<file path="config.mk">
export PLATFORM = sky130hd
export DESIGN_NAME = cache_ctrl_flat
export DESIGN_NICKNAME = d
export VERILOG_FILES = /design/src/rtl/cache_ctrl_if.sv /design/src/rtl/cache_ctrl.sv /design/src/flat_wrapper.sv
export SDC_FILE = /design/constraint.sdc
export NUM_CORES = 1
export LEC_CHECK = 0
export CORE_AREA = 2 2 125 127
export CTS_CLUSTER_SIZE = 25
export DETAILED_ROUTE_END_ITERATION = 12
export DIE_AREA = 0 0 127 129
export GPL_TIMING_DRIVEN = 0
export HOLD_SLACK_MARGIN = 0.06
export PLACE_DENSITY_LB_ADDON = 0.2
export SLEW_MARGIN = 20
export SYNTH_ARGS = -nofsm -noshare
export SYNTH_HDL_FRONTEND = slang
export SYNTH_SLANG_ARGS = --single-unit
</file>
<file path="constraint.sdc">
create_clock -name clk -period 2.15 [get_ports clk]
set_clock_uncertainty 0.1 [all_clocks]
set_input_delay 0.43 -clock clk [delete_from_list [all_inputs] [get_ports clk]]
set_output_delay 0.43 -clock clk [all_outputs]
set_load 0.05 [all_outputs]
</file>
<file path="src/rtl/cache_ctrl_if.sv">
`default_nettype none
// =============================================================================
// cache_ctrl_if : CPU, cache-array and memory buses of the cache controller
// Rev 1.0
// =============================================================================
interface cache_ctrl_if #(
  parameter int ADDR_BITS = 32,
  parameter int TAG_BITS  = 23
);
  logic                 cpu_req;
  logic                 cpu_we;
  logic [ADDR_BITS-1:0] cpu_addr;
  logic [31:0]          cpu_din;
  logic [31:0]          cpu_dout;
  logic                 cpu_ready;

  logic [ADDR_BITS-1:0] cache_addr;
  logic                 cache_load;
  logic                 cache_edit;
  logic                 cache_store;
  logic [31:0]          cache_din;
  logic                 cache_hit;
  logic                 cache_valid;
  logic                 cache_dirty;
  logic [TAG_BITS-1:0]  cache_tag;
  logic [31:0]          cache_dout;

  logic                 mem_cs;
  logic                 mem_we;
  logic [ADDR_BITS-1:0] mem_addr;
  logic [31:0]          mem_dout;
  logic [31:0]          mem_din;
  logic                 mem_ack;

  modport master (
    input  cpu_req, cpu_we, cpu_addr, cpu_din,
    output cpu_dout, cpu_ready,
    output cache_addr, cache_load, cache_edit, cache_store, cache_din,
    input  cache_hit, cache_valid, cache_dirty, cache_tag, cache_dout,
    output mem_cs, mem_we, mem_addr, mem_dout,
    input  mem_din, mem_ack
  );

  modport slave (
    output cpu_req, cpu_we, cpu_addr, cpu_din,
    input  cpu_dout, cpu_ready,
    input  cache_addr, cache_load, cache_edit, cache_store, cache_din,
    output cache_hit, cache_valid, cache_dirty, cache_tag, cache_dout,
    input  mem_cs, mem_we, mem_addr, mem_dout,
    output mem_din, mem_ack
  );
endinterface
`default_nettype wire

</file>
<file path="src/rtl/cache_ctrl.sv">
`default_nettype none
// =============================================================================
// cache_ctrl : miss-handling FSM for a 2-way write-back cache (write-back, refill)
// Rev 1.0
// =============================================================================
module cache_ctrl #(
  parameter int ADDR_BITS  = 32,
  parameter int TAG_BITS   = 23,
  parameter int LINE_WORDS = 4
) (
  input wire           clk,
  input wire           rst_n,
  cache_ctrl_if.master bus
);

  localparam int WB     = $clog2(LINE_WORDS);
  localparam int IDX_LO = WB + 2;
  localparam int IDX_HI = ADDR_BITS - TAG_BITS - 1;
  localparam logic [WB-1:0] C_LAST = WB'(LINE_WORDS - 1);

  typedef enum logic [2:0] {
    S_IDLE    = 3'd0,
    S_CHECK   = 3'd1,
    S_BACK_RD = 3'd2,
    S_BACK_WR = 3'd3,
    S_FILL    = 3'd4,
    S_LOOKUP  = 3'd5
  } state_e;

  state_e               state_q, state_d;
  logic [WB-1:0]        cnt_q, cnt_d;
  logic [TAG_BITS-1:0]  vtag_q, vtag_d;
  logic [ADDR_BITS-1:0] wb_addr, fill_addr;

  // Write-back walks the victim line; refill walks the requested line.
  assign wb_addr   = {vtag_q, bus.cpu_addr[IDX_HI:IDX_LO], cnt_q, 2'b00};
  assign fill_addr = {bus.cpu_addr[ADDR_BITS-1:IDX_LO], cnt_q, 2'b00};

  always_ff @(posedge clk or negedge rst_n) begin
    if (!rst_n) begin
      state_q <= S_IDLE;
      cnt_q   <= '0;
      vtag_q  <= '0;
    end else begin
      state_q <= state_d;
      cnt_q   <= cnt_d;
      vtag_q  <= vtag_d;
    end
  end

  always_comb begin
    state_d         = state_q;
    cnt_d           = cnt_q;
    vtag_d          = vtag_q;
    bus.cpu_dout    = '0;
    bus.cpu_ready   = 1'b0;
    bus.cache_addr  = '0;
    bus.cache_load  = 1'b0;
    bus.cache_edit  = 1'b0;
    bus.cache_store = 1'b0;
    bus.cache_din   = '0;
    bus.mem_cs      = 1'b0;
    bus.mem_we      = 1'b0;
    bus.mem_addr    = '0;
    bus.mem_dout    = '0;
    // Outputs are forced low for the whole reset window, not just after the edge.
    if (rst_n) begin
      case (state_q)
        S_IDLE, S_LOOKUP: begin
          if (bus.cpu_req || state_q == S_LOOKUP) begin
            bus.cache_addr = bus.cpu_addr;
            bus.cache_load = ~bus.cpu_we;
            bus.cache_edit = bus.cpu_we;
            bus.cache_din  = bus.cpu_din;
            state_d        = S_CHECK;
          end
        end
        S_CHECK: begin
          if (bus.cache_hit) begin
            bus.cpu_ready = 1'b1;
            bus.cpu_dout  = bus.cache_dout;
            state_d       = S_IDLE;
          end else begin
            vtag_d  = bus.cache_tag;
            cnt_d   = '0;
            state_d = (bus.cache_valid && bus.cache_dirty) ? S_BACK_RD : S_FILL;
          end
        end
        S_BACK_RD: begin
          bus.cache_addr = wb_addr;
          state_d        = S_BACK_WR;
        end
        S_BACK_WR: begin
          bus.cache_addr = wb_addr;
          bus.mem_cs     = 1'b1;
          bus.mem_we     = 1'b1;
          bus.mem_addr   = wb_addr;
          bus.mem_dout   = bus.cache_dout;
          if (bus.mem_ack) begin
            cnt_d   = cnt_q + WB'(1);
            state_d = (cnt_q == C_LAST) ? S_FILL : S_BACK_RD;
          end
        end
        S_FILL: begin
          bus.mem_cs      = 1'b1;
          bus.mem_addr    = fill_addr;
          bus.cache_addr  = fill_addr;
          bus.cache_din   = bus.mem_din;
          bus.cache_store = bus.mem_ack;
          if (bus.mem_ack) begin
            cnt_d   = cnt_q + WB'(1);
            state_d = (cnt_q == C_LAST) ? S_LOOKUP : S_FILL;
          end
        end
        default: state_d = S_IDLE;
      endcase
    end
  end

endmodule
`default_nettype wire

</file>
<file path="src/flat_wrapper.sv">
// flat-port wrapper written by rule: the top's interface ports become plain ports
module cache_ctrl_flat 
#(
  parameter int ADDR_BITS  = 32,
  parameter int TAG_BITS   = 23,
  parameter int LINE_WORDS = 4
)
  (clk, rst_n, bus_cpu_req, bus_cpu_we, bus_cpu_addr, bus_cpu_din, bus_cpu_dout, bus_cpu_ready, bus_cache_addr, bus_cache_load, bus_cache_edit, bus_cache_store, bus_cache_din, bus_cache_hit, bus_cache_valid, bus_cache_dirty, bus_cache_tag, bus_cache_dout, bus_mem_cs, bus_mem_we, bus_mem_addr, bus_mem_dout, bus_mem_din, bus_mem_ack);
  cache_ctrl_if #(.ADDR_BITS(ADDR_BITS), .TAG_BITS(TAG_BITS)) bus_i ();
  input wire clk;
  input wire rst_n;
  input wire logic [$bits(bus_i.cpu_req)-1:0] bus_cpu_req;
  input wire logic [$bits(bus_i.cpu_we)-1:0] bus_cpu_we;
  input wire logic [$bits(bus_i.cpu_addr)-1:0] bus_cpu_addr;
  input wire logic [$bits(bus_i.cpu_din)-1:0] bus_cpu_din;
  output wire logic [$bits(bus_i.cpu_dout)-1:0] bus_cpu_dout;
  output wire logic [$bits(bus_i.cpu_ready)-1:0] bus_cpu_ready;
  output wire logic [$bits(bus_i.cache_addr)-1:0] bus_cache_addr;
  output wire logic [$bits(bus_i.cache_load)-1:0] bus_cache_load;
  output wire logic [$bits(bus_i.cache_edit)-1:0] bus_cache_edit;
  output wire logic [$bits(bus_i.cache_store)-1:0] bus_cache_store;
  output wire logic [$bits(bus_i.cache_din)-1:0] bus_cache_din;
  input wire logic [$bits(bus_i.cache_hit)-1:0] bus_cache_hit;
  input wire logic [$bits(bus_i.cache_valid)-1:0] bus_cache_valid;
  input wire logic [$bits(bus_i.cache_dirty)-1:0] bus_cache_dirty;
  input wire logic [$bits(bus_i.cache_tag)-1:0] bus_cache_tag;
  input wire logic [$bits(bus_i.cache_dout)-1:0] bus_cache_dout;
  output wire logic [$bits(bus_i.mem_cs)-1:0] bus_mem_cs;
  output wire logic [$bits(bus_i.mem_we)-1:0] bus_mem_we;
  output wire logic [$bits(bus_i.mem_addr)-1:0] bus_mem_addr;
  output wire logic [$bits(bus_i.mem_dout)-1:0] bus_mem_dout;
  input wire logic [$bits(bus_i.mem_din)-1:0] bus_mem_din;
  input wire logic [$bits(bus_i.mem_ack)-1:0] bus_mem_ack;
  assign bus_i.cpu_req = bus_cpu_req;
  assign bus_i.cpu_we = bus_cpu_we;
  assign bus_i.cpu_addr = bus_cpu_addr;
  assign bus_i.cpu_din = bus_cpu_din;
  assign bus_cpu_dout = bus_i.cpu_dout;
  assign bus_cpu_ready = bus_i.cpu_ready;
  assign bus_cache_addr = bus_i.cache_addr;
  assign bus_cache_load = bus_i.cache_load;
  assign bus_cache_edit = bus_i.cache_edit;
  assign bus_cache_store = bus_i.cache_store;
  assign bus_cache_din = bus_i.cache_din;
  assign bus_i.cache_hit = bus_cache_hit;
  assign bus_i.cache_valid = bus_cache_valid;
  assign bus_i.cache_dirty = bus_cache_dirty;
  assign bus_i.cache_tag = bus_cache_tag;
  assign bus_i.cache_dout = bus_cache_dout;
  assign bus_mem_cs = bus_i.mem_cs;
  assign bus_mem_we = bus_i.mem_we;
  assign bus_mem_addr = bus_i.mem_addr;
  assign bus_mem_dout = bus_i.mem_dout;
  assign bus_i.mem_din = bus_mem_din;
  assign bus_i.mem_ack = bus_mem_ack;
  cache_ctrl #(.ADDR_BITS(ADDR_BITS), .TAG_BITS(TAG_BITS), .LINE_WORDS(LINE_WORDS)) u_core (.clk(clk), .rst_n(rst_n), .bus(bus_i));
endmodule
</file>
==> flow_metrics.tcl <==
set metrics [dict create \
    outcome "complete, but fails checks" \
    violations "negative setup slack" \
    async_flop_share_pct 100 \
    nNetsFinal 891 \
    numCtsBuffers 3 \
    syn-mean-instance-area_um2 8.24 \
    grt_max_degree 19 \
    yosys.area_share.adder_pct 0.432 \
    min_to "u_core.vtag_q[10]" \
    via_per_inst 4.82 \
    crit_fanout 5 \
    cts_tree "built" \
    clk_path_buf_depth 2 \
    syn_inst 352 \
    startpoint "u_core.state_q[0]" \
    min_from "u_core.vtag_q[10]" \
    fmax_mhz 405 \
    post-place-ws_ns -1.41 \
    drtAntennaViolNets 0 \
    timing.final.crit_period_ns 2.47 \
    synth.area.mux_share_pct 12.6 \
    wl_met3_um 1060 \
    cts.htree.levels 1 \
    syn-cell-area_um2 2900 \
    worstSetupPathType "reg -> out" \
    path_clk_slew_ns 0.08 \
    drtPass1Iterations 4 \
    ios 325 \
    wl_per_cell_um 20.7 \
    maxCapViolations 0 \
    synth.area.top_cells "dfrtp_1, a22oi_1, mux2_4, a22o_1, and2_1" \
    drt-total-wl_um 19100 \
    met2_length_um 10500 \
    synth.distinct_cells 46 \
    cts.sinks 28 \
    chipHeight_um 129 \
    drt_iter0_drc 120 \
    finalCritPeriodShare_pct 115 \
    netlist.area_leader.share_pct 24.2 \
    endpoint_kind "output pin" \
    ir_drop_v 0.000626 \
    cts-root-buf "clkbuf_16" \
    p_per_area_nw_per_um2 999 \
    power_mw 8.90 \
    track_usage_pct 20.3 \
    clkLatencyLatePin_ns 0.27 \
    hold_ws_ns 0.471 \
    worstPathArrival_ns 1.94 \
    critPathRequiredTime_ns 1.62 \
    min_path_cells 1 \
    die_w_um 127 \
    r2r_setup_slack_ns 0.10 \
    highest-signal-layer "met4" \
    vias 4438 \
    synth-edff-count 0 \
    reg2regPathDepth 6 \
    drc 0 \
    dp_hpwl_um 13500 \
    start_util_pct 19.4 \
    critPathLaunchType "flop" \
    core_area_um2 15000 \
    final_max_slew_viol_count 0 \
    slew-limit-headroom_pct 40.7 \
    synth-compound-area-share_pct 25.6 \
    syn_to_final_growth_pct 207 \
    layout_commonest_cell "clkdlybuf4s50_1" \
    io_buffers 322 \
    synth_top_area_cell "dfrtp_1" \
    grt-ovfl-total 0 \
    layout_common_cells "clkdlybuf4s50_1, buf_6, buf_8" \
    hold_path.class "reg -> reg" \
    synth_top_family_by_area "simple AND/OR/NAND/NOR gates" \
    p_leak_nw 3.80 \
    grt_pass1_vias 4471 \
    rows 45 \
    drive_gt1_share_pct 66.6 \
    instances_no_fill 921 \
    placedCellCount 864 \
    rsz0062_at_grt "true" \
    grt_pass1_wl_um 26200 \
    synth_seq_cells 28 \
    setup_viol 161 \
    synth-simple-area-share_pct 30.1 \
    die_area_um2 16400 \
    ys_warn_count 0 \
    synth_flop_cell "dfrtp_1" \
    r2r-end "u_core.vtag_q[15]" \
    final_hold_viol_count 0 \
    gp_congestion 0.865 \
    synth_xor_area_share_pct 0 \
    reg2reg_from "u_core.state_q[1]" \
    tightestPinTransition_ns 0.887 \
    setup_ws_ns -0.316 \
    antenna_found_initial 3 \
    yosysSeqAreaShare_pct 24.2 \
    wl_met1_um 7250 \
]
-- cells in the mapped netlist, types with 2 or more instances --
master and number:
dfrtp_1 28, and3_1 40, inv_1 2, o21ai_0 2, nand2_1 7, nor2b_1 2, mux2_2 5, a31oi_1 3
buf_2 13, buf_4 2, clkbuf_1 21, nor3_1 2, nor2_1 50, a22oi_1 46, mux2_4 20, a21oi_1 4
a22o_1 33, and2_1 42, buf_6 2, inv_2 2
-- critical path: stages (launching register included) --
cell and delay [ns]:
dfrtp_2 0.47, buf_6 0.15, nand2b_4 0.15, a21oi_4 0.17
buf_12 0.14, buf_12 0.10, buf_8 0.12, a22oi_2 0.07
nor2_4 0.12, buf_6 0.16
-- repair_timing --
item | in CTS | in global routing
gates cloned | 6 | 6
endpoints found under the setup margin | 164 | 164
buffers inserted | 16 | 23
gates resized for setup | 1165 | 326
endpoints found under the hold margin | 10 | 0
pin swaps | 25 | 36
hold buffers | 2 | 0
-- flip-flops by register name, summed over array words and instances, names as in the netlist --
signal	cells
u_core.cnt_q	2
u_core.state_q	3
u_core.vtag_q	23
-- stage by stage --
| step | setup TNS (ns) | area (um2) | utilization, % |
|---|---|---|---|
| floorplan | -1.86 | 3400 | - |
| global placement | -443.14 | 6860 | 45.8 |
| detailed placement | -185.96 | 6890 | 46.0 |
| CTS | -34.14 | 7870 | 52.6 |
| global route | -39.40 | 8900 | 59.5 |
| finish | -31.80 | 8900 | 59.5 |
-- how the worst max path moves through the flow --
stage	end	slack, ns
2_1_floorplan	bus_cache_addr[19]	-0.31
3_3_place_gp	bus_cache_din[25]	-2.82
3_5_place_dp	bus_cache_addr[16]	-1.41
4_1_cts	bus_cache_din[17]	-0.31
5_1_grt	bus_cache_addr[12]	-0.36
6_report	bus_cache_addr[12]	-0.32
-- cells by family (layout without fill, tap and decap cells) --
kind of cell | count (synthesis) | count (layout)
adders and majority gates | 1 | 1
other | 1 | 5
AOI/OAI and AO/OA | 96 | 96
and+or+nand+nor | 157 | 157
DFF | 28 | 28
buffers and inverters | 43 | 420
muxes | 26 | 26
-- layout make-up --
cell class / count / area, um2
Fill cell: 1248 / 6070
Timing Repair Buffer: 374 / 4360
Multi-Input combinational cell: 282 / 3010
Sequential cell: 28 / 704
Buffer: 38 / 487
Tap cell: 188 / 235
Clock buffer: 4 / 88.8
Inverter: 4 / 17.5
Antenna cell: 3 / 7.51
-- power breakdown --
part / switching, mW / internal [mW]
logic: 3.77 / 3.51
registers: 0.335 / 0.792
clock network: 0.203 / 0.286
total: 4.31 / 4.59
-- metal layers --
layer	global-route usage [%]	vias up
li1	-	2066
met1	23.1	2163
met2	38.9	187
met3	3.91	22
met4	5.04	0
met5	0	-
Note: power is estimated with default switching activity, not from simulation.
